==> src/rtl/vec_pkg.sv <==
// -----------------------------------------------------------------------------
// vec_pkg
//   Shared definitions for the vector streaming blocks.
//   VEC_N       default number of vector elements
//   VEC_W       default element width in bits
//   vec_elem_t  one vector element at the default width
//   vec_stream_state_t  state of the drain FSM in vector_stream_out
// -----------------------------------------------------------------------------
package vec_pkg;

  localparam int VEC_N = 16;
  localparam int VEC_W = 32;

  typedef logic [VEC_W-1:0] vec_elem_t;

  typedef enum logic {
    S_IDLE,
    S_STREAM
  } vec_stream_state_t;

endpackage : vec_pkg

==> src/rtl/vector_stream_out.sv <==
// -----------------------------------------------------------------------------
// vector_stream_out
//   Captures a full N-element vector in one cycle and emits it one element per
//   beat on a valid/ready stream, index 0 first. Single-entry buffer: a new
//   vector is accepted only once the previous one has fully drained.
//
// Parameters
//   N  number of elements (>= 2)
//   W  element width in bits
//
// Ports
//   clk             rising-edge clock
//   rst             asynchronous, active-high reset
//   load_valid      load_data holds a vector to capture
//   load_ready      block is idle and can accept a vector
//   load_data       unpacked array [N] of W-bit elements
//   out_valid       out_data / out_index / out_last are valid
//   out_ready       consumer accepts the current beat
//   out_data        current element
//   out_index       index of the current element
//   out_last        current beat is element N-1
//   busy            a vector is captured and not yet fully drained
//   checksum_out    (VEC_STREAM_CHECKSUM_EN only) wrap-around sum of the last
//                   fully drained vector
//   checksum_valid  (VEC_STREAM_CHECKSUM_EN only) one-cycle pulse, the cycle
//                   after the last beat of a vector
//
// Configuration
//   Define VEC_STREAM_CHECKSUM_EN to add the checksum ports and accumulator.
// -----------------------------------------------------------------------------
module vector_stream_out
  import vec_pkg::*;
#(
  parameter int N = VEC_N,
  parameter int W = VEC_W
) (
  input  logic                 clk,
  input  logic                 rst,
  input  logic                 load_valid,
  output logic                 load_ready,
  input  logic [W-1:0]         load_data [N],
  output logic                 out_valid,
  input  logic                 out_ready,
  output logic [W-1:0]         out_data,
  output logic [$clog2(N)-1:0] out_index,
  output logic                 out_last,
  output logic                 busy
`ifdef VEC_STREAM_CHECKSUM_EN
  ,
  output logic [W-1:0]         checksum_out,
  output logic                 checksum_valid
`endif
);

  localparam int IW = $clog2(N);
  localparam logic [IW-1:0] LAST_IDX = IW'(N - 1);

  vec_stream_state_t state_q, state_d;

  logic [W-1:0]  buf_q [N];
  logic [IW-1:0] idx_q, idx_d;
  logic [IW-1:0] idx_inc;
  logic [W-1:0]  data_q, data_d;
  logic          last_q, last_d;

  logic capture;     // vector accepted this cycle
  logic beat;        // one element transferred this cycle
  logic final_beat;  // element N-1 transferred this cycle

  assign capture    = load_valid && (state_q == S_IDLE);
  assign beat       = out_ready && (state_q == S_STREAM);
  assign final_beat = beat && last_q;
  assign idx_inc    = idx_q + 1'b1;

  // ---------------------------------------------------------------------------
  // FSM next state
  // ---------------------------------------------------------------------------
  always_comb begin
    // NOTE: every signal driven here gets a default first so no path leaves it
    // unassigned; otherwise synthesis infers a latch to hold the old value.
    state_d = state_q;
    case (state_q)
      S_IDLE:   if (capture)    state_d = S_STREAM;
      S_STREAM: if (final_beat) state_d = S_IDLE;
      default:                  state_d = S_IDLE;
    endcase
  end

  // ---------------------------------------------------------------------------
  // Output beat registers. out_data is preloaded from the buffer one beat
  // ahead so the element leaves a flop rather than a wide read mux.
  // ---------------------------------------------------------------------------
  always_comb begin
    idx_d  = idx_q;
    data_d = data_q;
    last_d = last_q;
    if (capture) begin
      idx_d  = '0;
      data_d = load_data[0];
      last_d = 1'b0;                 // N >= 2, so index 0 is never last
    end else if (final_beat) begin
      idx_d  = '0;                   // out_data keeps the last element
      last_d = 1'b0;
    end else if (beat) begin
      idx_d  = idx_inc;
      data_d = buf_q[idx_inc];
      last_d = (idx_inc == LAST_IDX);
    end
  end

  // NOTE: state uses non-blocking assignments so every flop samples the
  // pre-edge values of the others, independent of statement order.
  always_ff @(posedge clk or posedge rst) begin
    if (rst) begin
      state_q <= S_IDLE;
      idx_q   <= '0;
      data_q  <= '0;
      last_q  <= 1'b0;
    end else begin
      state_q <= state_d;
      idx_q   <= idx_d;
      data_q  <= data_d;
      last_q  <= last_d;
    end
  end

  // ---------------------------------------------------------------------------
  // Vector buffer. Written only on capture, so load_data is ignored while busy.
  // ---------------------------------------------------------------------------
  // NOTE: the buffer is cleared on reset because its post-reset contents are
  // defined behaviour; plain storage arrays usually skip reset to stay RAM-able.
  always_ff @(posedge clk or posedge rst) begin
    if (rst) begin
      for (int i = 0; i < N; i++) buf_q[i] <= '0;
    end else if (capture) begin
      buf_q <= load_data;
    end
  end

  assign load_ready = (state_q == S_IDLE);
  assign out_valid  = (state_q == S_STREAM);
  assign busy       = (state_q == S_STREAM);
  assign out_data   = data_q;
  assign out_index  = idx_q;
  assign out_last   = last_q;

`ifdef VEC_STREAM_CHECKSUM_EN
  // ---------------------------------------------------------------------------
  // Running sum of transferred elements; published on the final beat so the
  // result is stable until the next vector completes.
  // ---------------------------------------------------------------------------
  logic [W-1:0] acc_q;
  logic [W-1:0] csum_q;
  logic         csum_valid_q;

  always_ff @(posedge clk or posedge rst) begin
    if (rst) begin
      acc_q        <= '0;
      csum_q       <= '0;
      csum_valid_q <= 1'b0;
    end else begin
      csum_valid_q <= final_beat;
      if (capture)   acc_q  <= '0;
      else if (beat) acc_q  <= acc_q + data_q;
      if (final_beat) csum_q <= acc_q + data_q;
    end
  end

  assign checksum_out   = csum_q;
  assign checksum_valid = csum_valid_q;
`endif

endmodule : vector_stream_out

==> config.mk <==
export PLATFORM = sky130hd
export DESIGN_NAME = vector_stream_out
export DESIGN_NICKNAME = d
export VERILOG_FILES = /design/src/rtl/vec_pkg.sv /design/src/rtl/vector_stream_out.sv
export SDC_FILE = /design/constraint.sdc
export NUM_CORES = 2
export LEC_CHECK = 0
export ABC_AREA = 1
export ABC_CLOCK_PERIOD_IN_PS = 25100
export BUFFER_PORTS_ARGS = -buffer_cell sky130_fd_sc_hd__buf_2
export CORE_ASPECT_RATIO = 0.75
export CORE_MARGIN = 4
export CORE_UTILIZATION = 55
export DETAILED_ROUTE_END_ITERATION = 8
export MAX_ROUTING_LAYER = met4
export PLACE_DENSITY_LB_ADDON = 0.25
export SYNTH_ARGS = -nofsm -noshare
export SYNTH_HDL_FRONTEND = slang
export SYNTH_SLANG_ARGS = --single-unit
==> constraint.sdc <==
create_clock -name clk -period 25.1 [get_ports clk]
set_input_delay 3.765 -clock clk [delete_from_list [all_inputs] [get_ports clk]]
set_output_delay 3.765 -clock clk [all_outputs]
set_load 0.02 [all_outputs]
==> impl_metrics.json <==
{
  "status": "complete, no violations",
  "p_leak_nw": 16.1,
  "power.total_mw": 4.33,
  "clockRootBuffer": "clkbuf_16",
  "synth_most_common_cell": "nand2_1",
  "grt_overflow": 0,
  "async_flop_share_pct": 100,
  "final-hold-violation-count": 0,
  "core.rowCount": 68,
  "hold_end": "buf_q[384]",
  "cts_buffer_depth": 3,
  "synthCells": 3355,
  "drt_iter0_markers": 3281,
  "fin_skew_ns": 0.0145,
  "synth_top_area_share_pct": 53.5,
  "critPathArrivalTime_ns": 7.61,
  "avgSynthCellArea_um2": 7.66,
  "min_path_cells": 2,
  "final_nets": 4275,
  "tns_ns": 0,
  "ys_types": 22,
  "vias": 24100,
  "setup.worst_path.start_class": "input pin",
  "synthesis.nets": 3873,
  "synthTopCellsByArea": "dfrtp_1, nand2_1, o21ai_1",
  "whs_ns": 0.474,
  "clkTransAtPathRegs_ns": 0.06,
  "die_y_um": 195,
  "setup_violations": 0,
  "reg2reg_from": "out_index[0]",
  "crit_path_max_incr_delay_ns": 1.00,
  "start_util_pct": 55.8,
  "cts.repair.resized": 0,
  "final_area_um2": 30400,
  "worstPathCellList": "buf_2 -> nand2_8 -> inv_8 -> buf_4 -> buf_4 -> nand2_1 -> o21ai_1",
  "antenna_found_initial": 11,
  "drive_gt1_share_pct": 17.7,
  "synth_top_area_cell": "dfrtp_1",
  "drtAntennaViolNets": 0,
  "rsz0062_at_grt": "false",
  "fin_crit_sh_pct": 28.4,
  "place.gp.congestion": 0.919,
  "slew_viol_final": 0,
  "vias_per_cell": 5.44,
  "max-cap-violations": 0,
  "cp_max_fo": 206,
  "post-cts-setup-buffers": 0,
  "drc": 0,
  "hold_start": "buf_q[384]",
  "pwr_density_cell_nw_per_um2": 143,
  "reg2reg_slack_ns": 20.50,
  "ys_dominant_reg_cell": "dfrtp_1",
  "crit_top_cell": "buf_4",
  "io_buffers": 555,
  "clk_latency_ns": 0.58,
  "synth-edff-count": 0,
  "htreeDepth": 2,
  "holdBufCountCts": 0,
  "dp_hpwl_um": 59900,
  "ios": 556,
  "syn_to_final_growth_pct": 18.1,
  "postPlaceCellArea_um2": 28600,
  "ys_seq_area_share_pct": 53.5,
  "worst_pin_slew_ns": 1.28,
  "grt_pass1_vias": 22300,
  "die_area_um2": 50300,
  "max_freq_ghz": 0.140,
  "cts_tree": "built",
  "criticalPathCategory": "in2reg",
  "wire_per_inst_um": 19.6,
  "grt_start_max_net_pins": 254,
  "synthTopCellsByCount": "nand2_1, dfrtp_1, inv_1",
  "firstDrtPassIters": 6,
  "grt_util_all_layers_pct": 34.7,
  "irDropWorstVdd_v": 0.0000942,
  "end_kind": "flop",
  "synth_seq_cells": 550,
  "fin_crit_ns": 7.14,
  "drt-total-wl_um": 87000,
  "min_path_type": "reg2reg",
  "core_area_um2": 46100,
  "cts_buffers": 52,
  "syn-cell-area_um2": 25700,
  "synth_warnings": 0,
  "max_slew_margin_pct": 14.6,
  "grt_pass1_wl_um": 132000,
  "slowest_stage": "buf_4",
  "reg2reg_depth": 9,
  "cts_sinks": 550,
  "die_width_um": 258,
  "cp.required_ns": 25.57,
  "utilization_pct": 65.8,
  "rr_endpoint": "out_data[7]"
}
==> how the worst max path moves through the flow <==
stage / start / end / slack [ns]
2_1_floorplan: rst / buf_q[0] / 5.96
3_3_place_gp: load_valid / buf_q[416] / 17.62
3_5_place_dp: load_valid / buf_q[417] / 17.50
4_1_cts: load_valid / buf_q[295] / 18.05
5_1_grt: load_valid / buf_q[417] / 17.63
6_report: load_valid / buf_q[295] / 17.96
==> metrics by stage <==
step	cells	setup WS [ns]
CTS	4425	18.05
floorplan	3355	5.96
detailed placement	4333	17.50
finish	4436	17.96
global placement	4333	17.62
global route	4434	17.63
==> power breakdown <==
group	switching [mW]	internal, mW	leakage (nW)
Sequential	0.210	1.31	6.67
Clock	0.344	0.477	0.869
Combinational	1.36	0.623	8.51
Total	1.92	2.41	16.1
==> worst max-delay path: cells and delay by family <==
family,cells,cell delay (ns)
buf+inv,4,2.96
simple gates,2,0.56
compound gates,1,0.15
==> cells in the final DEF (no fill, tap or decap), drive strengths merged <==
| master | count |
|---|---|
| a21oi | 65 |
| buf | 576 |
| bufinv | 4 |
| clkbuf | 81 |
| clkinv | 6 |
| clkinvlp | 1 |
| dfrtp | 550 |
| diode | 11 |
| ha | 2 |
| inv | 273 |
| nand2 | 1348 |
| nand3 | 206 |
| nand4 | 1 |
| nor2 | 170 |
| o211ai | 95 |
| o21ai | 412 |
| o22ai | 1 |
| xnor2 | 1 |
| xor2 | 3 |
==> sequential cells by signal (all words and copies together), names as in the netlist <==
name and cells:
busy 1, out_data 32, buf_q 512, out_last 1, out_index 4
==> cells by family (layout without fill, tap and decap cells) <==
kind of cell	after synthesis	count (layout)	synth area share, %
XOR/XNOR	4	4	0.195
AND/OR/NAND/NOR	1725	1725	26.2
AO/OA/AOI/OAI	573	573	12.1
other	0	11	0
flip-flops	550	550	53.5
adder cells (fa/ha/maj)	2	2	0.0973
buffers and inverters	501	941	7.87
==> per-layer routing <==
layer	part of all wire [%]	GRT usage, %	vias up
met5	0	-	-
met4	2.9	9.46	0
met3	9.7	6.38	137
met2	43	48.2	1163
met1	44	52.5	11400
li1	-	-	11400
==> area by class of cell <==
class                      instances  area (um2)
fill                            4004       15800
sequential                       550       13800
multi-input combinational       2304       10000
timing repair buffer             576        2970
clock buffer                      81        1600
inverter                         273        1040
tap                              630         788
clock inverter                    11         158
antenna                           11        27.5
Note: power is estimated with default switching activity, not from simulation.
